File: src/rtl/uart_pkg.sv
// Shared UART definitions: receiver FSM encoding, default bit timing, frame result
// record and the parity helper also used by the transmitter.
package uart_pkg;

    localparam int TAKTY_DOMYSLNE = 16;

    localparam logic [2:0] BEZCZYNNY  = 3'd0;
    localparam logic [2:0] START      = 3'd1;
    localparam logic [2:0] DANE       = 3'd2;
    localparam logic [2:0] PARZYSTOSC = 3'd3;
    localparam logic [2:0] STOP       = 3'd4;
    localparam logic [2:0] CZEKAJ_WYS = 3'd5;

    typedef struct packed {
        logic [7:0] slowo;
        logic       blad_parz;
        logic       blad_ramki;
    } wynik_t;

    // Parity bit a transmitter must send: even -> XOR of data, odd -> its inverse.
    function automatic logic bit_parzystosci(input logic [7:0] dane, input logic parzysta);
        return (^dane) ^ ~parzysta;
    endfunction

endpackage

File: src/rtl/uart_zegar_bitu.sv
// Bit-period counter: strobes at mid start bit (i_polowa) or once per full bit period,
// restarting from zero whenever i_kasuj is asserted.
module uart_zegar_bitu #(
    parameter int TAKTY_NA_BIT = 16
) (
    input  logic i_clk,
    input  logic i_rst,
    input  logic i_kasuj,
    input  logic i_polowa,
    output logic o_probka
);

    localparam int SZER = $clog2(TAKTY_NA_BIT);
    localparam logic [SZER-1:0] OSTATNI = SZER'(TAKTY_NA_BIT - 1);
    localparam logic [SZER-1:0] POLOWA  = SZER'(TAKTY_NA_BIT / 2 - 1);

    logic [SZER-1:0] r_licznik;

    always_ff @(posedge i_clk) begin
        if (i_rst || i_kasuj) begin
            r_licznik <= '0;
        end else if (r_licznik == OSTATNI) begin
            r_licznik <= '0;
        end else begin
            r_licznik <= r_licznik + 1'b1;
        end
    end

    assign o_probka = (r_licznik == (i_polowa ? POLOWA : OSTATNI));

endmodule

File: src/rtl/uart_odbiornik.sv
// UART receiver (8 data bits, optional parity, 1 stop); odebrano pulses (9.5+P)*TAKTY_NA_BIT+S+1
// cycles after the start edge. UART_ODB_SYNC_EN adds a 2-flop input synchroniser (S=2).
module uart_odbiornik
    import uart_pkg::*;
#(
    parameter int TAKTY_NA_BIT = TAKTY_DOMYSLNE
) (
    input  logic       i_clk,
    input  logic       i_rst,
    input  logic       i_wejscie_odb,
    input  logic       i_czy_parz,
    input  logic       i_jaki_parz,
    output logic [7:0] o_slowo_odb,
    output logic       o_odebrano,
    output logic       o_blad_parz,
    output logic       o_blad_ramki,
    output logic       o_odbior
);

    logic       w_linia;
    logic       w_spadek;
    logic       w_probka;
    logic       w_kasuj;
    logic [2:0] w_stan_nast;

    logic [2:0] r_stan;
    logic       r_poprz;
    logic       r_czy_parz;
    logic       r_jaki_parz;
    logic [7:0] r_rej;
    logic [2:0] r_nr_bitu;
    logic       r_bit_parz;
    logic       r_odebrano;
    wynik_t     r_wynik;

`ifdef UART_ODB_SYNC_EN
    logic r_sync1;
    logic r_sync2;

    always_ff @(posedge i_clk) begin
        if (i_rst) begin
            r_sync1 <= 1'b1;
            r_sync2 <= 1'b1;
        end else begin
            r_sync1 <= i_wejscie_odb;
            r_sync2 <= r_sync1;
        end
    end

    assign w_linia = r_sync2;
`else
    assign w_linia = i_wejscie_odb;
`endif

    assign w_spadek = r_poprz & ~w_linia;
    // Counter restarts on every state entry so each sample lands mid-bit.
    assign w_kasuj  = (r_stan == BEZCZYNNY) || (w_stan_nast != r_stan);

    uart_zegar_bitu #(
        .TAKTY_NA_BIT(TAKTY_NA_BIT)
    ) u_zegar (
        .i_clk   (i_clk),
        .i_rst   (i_rst),
        .i_kasuj (w_kasuj),
        .i_polowa(r_stan == START),
        .o_probka(w_probka)
    );

    always_comb begin
        w_stan_nast = r_stan;
        case (r_stan)
            BEZCZYNNY:  if (w_spadek) w_stan_nast = START;
            START:      if (w_probka) w_stan_nast = w_linia ? BEZCZYNNY : DANE;
            DANE:       if (w_probka && (r_nr_bitu == 3'd7)) w_stan_nast = r_czy_parz ? PARZYSTOSC : STOP;
            PARZYSTOSC: if (w_probka) w_stan_nast = STOP;
            STOP:       if (w_probka) w_stan_nast = w_linia ? BEZCZYNNY : CZEKAJ_WYS;
            CZEKAJ_WYS: if (w_linia) w_stan_nast = BEZCZYNNY;
            default:    w_stan_nast = BEZCZYNNY;
        endcase
    end

    always_ff @(posedge i_clk) begin
        if (i_rst) begin
            r_stan      <= BEZCZYNNY;
            r_poprz     <= 1'b1;
            r_czy_parz  <= 1'b0;
            r_jaki_parz <= 1'b0;
            r_rej       <= 8'h00;
            r_nr_bitu   <= 3'd0;
            r_bit_parz  <= 1'b0;
            r_odebrano  <= 1'b0;
            r_wynik     <= '0;
        end else begin
            r_stan     <= w_stan_nast;
            r_poprz    <= w_linia;
            r_odebrano <= 1'b0;
            case (r_stan)
                BEZCZYNNY: begin
                    if (w_spadek) begin
                        r_czy_parz  <= i_czy_parz;
                        r_jaki_parz <= i_jaki_parz;
                        r_nr_bitu   <= 3'd0;
                        r_bit_parz  <= 1'b0;
                    end
                end
                DANE: begin
                    if (w_probka) begin
                        r_rej     <= {w_linia, r_rej[7:1]};
                        r_nr_bitu <= r_nr_bitu + 3'd1;
                    end
                end
                PARZYSTOSC: begin
                    if (w_probka) r_bit_parz <= w_linia;
                end
                STOP: begin
                    if (w_probka) begin
                        r_wynik.slowo      <= r_rej;
                        r_wynik.blad_parz  <= r_czy_parz &&
                                              (r_bit_parz != bit_parzystosci(r_rej, r_jaki_parz));
                        r_wynik.blad_ramki <= ~w_linia;
                        r_odebrano         <= 1'b1;
                    end
                end
                default: ;
            endcase
        end
    end

    assign o_slowo_odb  = r_wynik.slowo;
    assign o_blad_parz  = r_wynik.blad_parz;
    assign o_blad_ramki = r_wynik.blad_ramki;
    assign o_odebrano   = r_odebrano;
    assign o_odbior     = (r_stan != BEZCZYNNY);

endmodule

File: config.mk
export PLATFORM = sky130hd
export DESIGN_NAME = uart_odbiornik
export DESIGN_NICKNAME = d
export VERILOG_FILES = /design/src/rtl/uart_pkg.sv /design/src/rtl/uart_zegar_bitu.sv /design/src/rtl/uart_odbiornik.sv
export SDC_FILE = /design/constraint.sdc
export NUM_CORES = 1
export LEC_CHECK = 0
export CORE_MARGIN = 2
export CORE_UTILIZATION = 35
export DETAILED_ROUTE_END_ITERATION = 10
export GPL_TIMING_DRIVEN = 0
export PLACE_DENSITY = 0.66
export SETUP_SLACK_MARGIN = 0.2
export SYNTH_ARGS = -nofsm -noshare
export SYNTH_HDL_FRONTEND = slang
export SYNTH_SLANG_ARGS = --single-unit
File: constraint.sdc
create_clock -name i_clk -period 1.9 [get_ports i_clk]
set_clock_uncertainty 0.15 [all_clocks]
set_input_delay 0.475 -clock i_clk [delete_from_list [all_inputs] [get_ports i_clk]]
set_output_delay 0.475 -clock i_clk [all_outputs]
set_load 0.05 [all_outputs]
; ---- After elaboration in Yosys (flattened, before gate mapping)
; Cells that the tools add are included.
[word_totals]
output_inout_bits = 12
input_bits = 5
elab_cells = 66
ff_bits = 33
[classes]
reduce_logical = 16
n_eq_ne = 13
n_mux = 18
bitwise = 5
addsub = 2
[ops]
columns = operator, count
row1 = $mux W3, 10
row2 = $pmux W3 S6, 1
row3 = $eq A3 B3 Y1 const B, 3
row4 = $reduce_xor A8 Y1, 1
row5 = $eq A3 B2 Y1 const B, 2
row6 = $ne A2 B2 Y1 const B, 3
row7 = $pmux W3 S2, 1
row8 = $reduce_and A2 Y1, 3
row9 = $reduce_and A3 Y1, 2
row10 = $add A4 B1 Y4 const B, 1
row11 = $eq A4 B4 Y1, 1
row12 = $eq A4 B4 Y1 const B, 1
row13 = $mux W4, 1
row14 = $reduce_bool A2 Y1, 2
row15 = $reduce_or A2 Y1, 2
row16 = $add A3 B1 Y3 const B, 1
row17 = $eq A3 B1 Y1 const B, 1
row18 = $logic_not A3 Y1, 1
row19 = $mux W1, 3
row20 = $ne A3 B3 Y1, 1
row21 = $not A1 Y1, 3
row22 = $reduce_bool A3 Y1, 1
row23 = $logic_and A1 B1 Y1, 2
row24 = $logic_or A1 B1 Y1, 2
row25 = 5 further kinds, 5

; ---- Logic depth before layout (Yosys ltp)
[logic_depth]
depth_word = 10
depth_mapped = 7
mapped_depth_nobuf = 6

; ---- Cells and area by module
; From an unflattened synthesis, not the netlist that was laid out.
[unflattened]
cells_unflattened = 184
hier_area_um2 = 1517.7
[by_module_without_submodules]
columns = module, area_per_inst_um2, n_inst, seq_area_each_um2, cells_each
row1 = uart_odbiornik, 1338.8, 1, 580.6, 165
row2 = uart_zegar_bitu, 178.9, 1, 80.1, 19

; ---- Worst setup path before layout
; Ideal clock, no wire load.
[synth_path]
kind = flip-flop to output port
from = reg r_stan[2]
to = out o_odbior
path_buffers = 1
arrival_time_ns = 1.145
slack_ns = 0.130
path_stages_with_launch = 3
t_required_ns = 1.275
cell_sequence = dfxtp_1 > clkbuf_1 > or3_1
[synth_via]
elab_chain_cells = 1
[synth_lines]
columns = element, line_no
row1 = "start, declared", uart_odbiornik.sv:26  ; logic [2:0] r_stan;
row2 = "start signal, assigned", uart_odbiornik.sv:94  ; r_stan <= w_stan_nast;
row3 = $reduce_bool A3 Y1, uart_odbiornik.sv:133  ; assign o_odbior = (r_stan != BEZCZYNNY);
row4 = "end, declared", uart_odbiornik.sv:17  ; output logic o_odbior
; Every way passes these cells.

; ---- Final worst setup path
[layout_path]
from = reg r_stan[0]
to = out o_odbior
; The elaborated chain is that of the path after synthesis.

==> flow_summary.json <==
{
  "outcome": "complete, but fails checks",
  "failed_checks": "setup timing",
  "tritoncts": "yes",
  "worst_r2r_endpoint": "o_blad_parz",
  "maxSlewHeadroom_pct": 69.2,
  "hold-path-cell-count": 2,
  "finalNetCount": 231,
  "drt_first_iter_violations": 97,
  "crit_path_start_kind": "flip-flop",
  "timing.critical_path.fanout_max": 2,
  "fp.dieH_um": 71.3,
  "grt.overflow.total": 0,
  "tns_ns": -0.0364,
  "netlist_instances": 182,
  "io_buffers": 16,
  "hold_path_class": "reg -> reg",
  "synth.yosys.warnings": 0,
  "length_of_routed_met3_wiring_um": 159,
  "design_area_um2": 2260,
  "area.growth.synth_to_final_pct": 42.7,
  "globalRouteTotalUtil_pct": 15.8,
  "cp-end-kind": "output port",
  "cts_htree_levels": 2,
  "post-route-min-period_ns": 1.94,
  "maximum_number_of_pins_on_one_net_before_global_route_repair": 12,
  "ir_drop_mv": 0.427,
  "crit_path_start": "r_stan[0]",
  "detail_route.vias_per_cell": 5.21,
  "delay_contributed_by_the_slowest_stage_of_the_critical_path_ns": 0.32,
  "placementRows": 24,
  "initial_utilization_pct": 36.4,
  "place_hpwl_um": 2250,
  "fmax_mhz": 516,
  "cts_hold_buf": 0,
  "asyncSetResetFlopFracSynth_pct": 0,
  "clock_sinks": 33,
  "wl_met1_um": 1780,
  "avgSynthCellArea_um2": 8.72,
  "r2r-start": "u_zegar.r_licznik[1]",
  "yosysTopAreaCell": "dfxtp_1",
  "yosys_most_used_dff": "dfxtp_1",
  "drt_pre_antenna_iters": 4,
  "crit_chain": "buf_6 -> buf_8 -> or3_4 -> buf_8",
  "final_min_period_over_clock_period_pct": 102,
  "synth-edff-count": 0,
  "top_layer": "met4",
  "worst-endpoint-arrival_ns": 1.31,
  "synth_top_cells_by_area": "dfxtp_1 (42%), mux2i_1 (7.6%), nand2_1 (5.7%)",
  "route.final.wire_length_um": 3930,
  "net_count_synth": 190,
  "via_total_after_detailed_routing": 1439,
  "worst-setup-path-type": "reg -> out",
  "insertion_delay_ns": 0.29,
  "most_frequent_standard_cell_in_the_layout_excluding_fill_and_tap_cells": "dfxtp_1",
  "worstMarginPinSlew_ns": 0.463,
  "powerDensity_nw_per_um2": 618,
  "synth_cell_type_count": 44,
  "dieWidth_um": 71.3,
  "count_of_final_hold_check_violations": 0,
  "io-pin-count": 17,
  "detail_route.drc_violations": 0,
  "critPathSlowestCell": "dfxtp_2",
  "final_antenna_net_count": 0,
  "place_area_um2": 1830,
  "drv.max_cap_violation_count": 0,
  "ys_seq_area_share_pct": 41.6,
  "grt_first_pass_wirelength_um": 6270,
  "maximum_clock_path_buffer_count": 2,
  "worst_r2r_path_depth": 6,
  "power.total_mw": 1.40,
  "worst-r2r-setup-slack_ns": 0.14,
  "netlist_area_um2": 1590,
  "gp_congestion": 0.850,
  "finish.utilization_pct": 52.0,
  "antenna_cell_count": 0,
  "crit_end": "o_odbior",
  "detailroute.wirelength.met2_um": 1910,
  "most-common-layout-cells": "dfxtp_1 (28), nand2_1 (23), buf_4 (18), nor2_1 (18)",
  "grt_setup_unrepaired": "yes",
  "cts.root.buffer_cell": "clkbuf_8",
  "worstPathRequired_ns": 1.27,
  "antenna_found_initial": 0,
  "ys_seq_elements": 33,
  "design.die.area_um2": 5090,
  "layout-drive-gt1-share_pct": 33.9,
  "clk_pin_slew_ns": 0.08,
  "core-area_um2": 4350,
  "worst_slack_on_hold_paths_ns": 0.305,
  "cts_inserted_buffers": 5,
  "wl_per_cell_um": 14.2,
  "yosys.area.top_type_share_pct": 41.6,
  "first_global_vias": 1390,
  "setup-violations-final": 1,
  "crit_path_frequent_cell": "buf_8",
  "timing_max_transition_violations_final": 0,
  "p_leak_nw": 0.910,
  "final_critical_path_setup_slack_ns": -0.0364
}
[flip-flops by register name (all words and copies together), names as in the netlist]
name and flops:
r_rej 8, r_bit_parz 1, o_slowo_odb 8, r_jaki_parz 1, r_poprz 1, u_zegar.r_licznik 4, r_nr_bitu 3, r_stan 3
o_odebrano 1, r_czy_parz 1, o_blad_parz 1, o_blad_ramki 1
[cells by family (layout without fill, tap and decap cells)]
| family | after synthesis | after routing | synth area share [%] |
|---|---|---|---|
| and+or+nand+nor | 75 | 75 | 23.2 |
| AOI/OAI and AO/OA | 33 | 33 | 14.2 |
| DFF | 33 | 33 | 41.6 |
| buffers and inverters | 17 | 59 | 5.20 |
| muxes | 12 | 12 | 7.57 |
| xor gates and xnor gates | 9 | 9 | 5.84 |
| adders and majority gates | 3 | 3 | 2.37 |
[report_power, final]
part / switching, mW / internal, mW / total (mW)
logic: 0.0907 / 0.0811 / 0.172
registers: 0.00779 / 0.697 / 0.705
clock network: 0.272 / 0.253 / 0.524
total: 0.370 / 1.03 / 1.40
[synthesized netlist by cell type, types with 3 or more instances]
| master | n |
|---|---|
| clkbuf_1 | 7 |
| inv_1 | 4 |
| or3_1 | 4 |
| a211oi_1 | 4 |
| mux2i_1 | 12 |
| buf_2 | 3 |
| dfxtp_1 | 33 |
| nand2_1 | 24 |
| xnor2_1 | 7 |
| nor2b_1 | 3 |
| a21oi_1 | 14 |
| nor2_1 | 20 |
| ha_1 | 3 |
| o211ai_1 | 3 |
| nand3_1 | 6 |
[metrics by stage]
stage          std cells  setup slack, ns
2_1_floorplan        182            0.203
3_3_place_gp         250           -0.510
3_5_place_dp         250           -0.509
4_1_cts              274          -0.0499
5_1_grt              276          -0.0754
6_report             276          -0.0364
[repair_timing]
action | 4_1_cts | 5_1_grt
endpoints found under the setup margin | 40 | 22
buffers inserted | 16 | 2
hold endpoints to repair | 0 | 0
pin swaps | 3 | 10
gates resized for setup | 75 | 22
[critical path, delay by kind of cell (launching register included)]
| kind | cells | cell delay, ns |
|---|---|---|
| and+or+nand+nor | 1 | 0.32 |
| DFF | 1 | 0.32 |
| buffers and inverters | 3 | 0.38 |
[how the worst min path moves through the flow]
stage	slack [ns]	to	startpoint
2_1_floorplan	0.30	r_nr_bitu[0]	r_nr_bitu[0]
3_3_place_gp	0.30	o_slowo_odb[2]	o_slowo_odb[2]
3_5_place_dp	0.30	o_slowo_odb[2]	o_slowo_odb[2]
4_1_cts	0.31	o_slowo_odb[2]	o_slowo_odb[2]
5_1_grt	0.33	o_slowo_odb[4]	o_slowo_odb[4]
6_report	0.31	o_slowo_odb[2]	o_slowo_odb[2]
[layer usage]
metal	global-route usage [%]	vias up
met3	5.06	12
met5	0	-
li1	-	709
met4	9.43	0
met1	18.6	682
met2	25.1	36
[cell type report]
| type | instances | area (um2) |
|---|---|---|
| clock inverters | 3 | 17.5 |
| fillers | 396 | 2090 |
| multi-input cells | 132 | 973 |
| inverters | 4 | 15.0 |
| flip-flops and latches | 33 | 674 |
| well taps | 52 | 65.1 |
| repair buffers | 34 | 324 |
| clock buffers | 5 | 68.8 |
| plain buffers | 13 | 126 |
(Power assumes the default switching activity.)
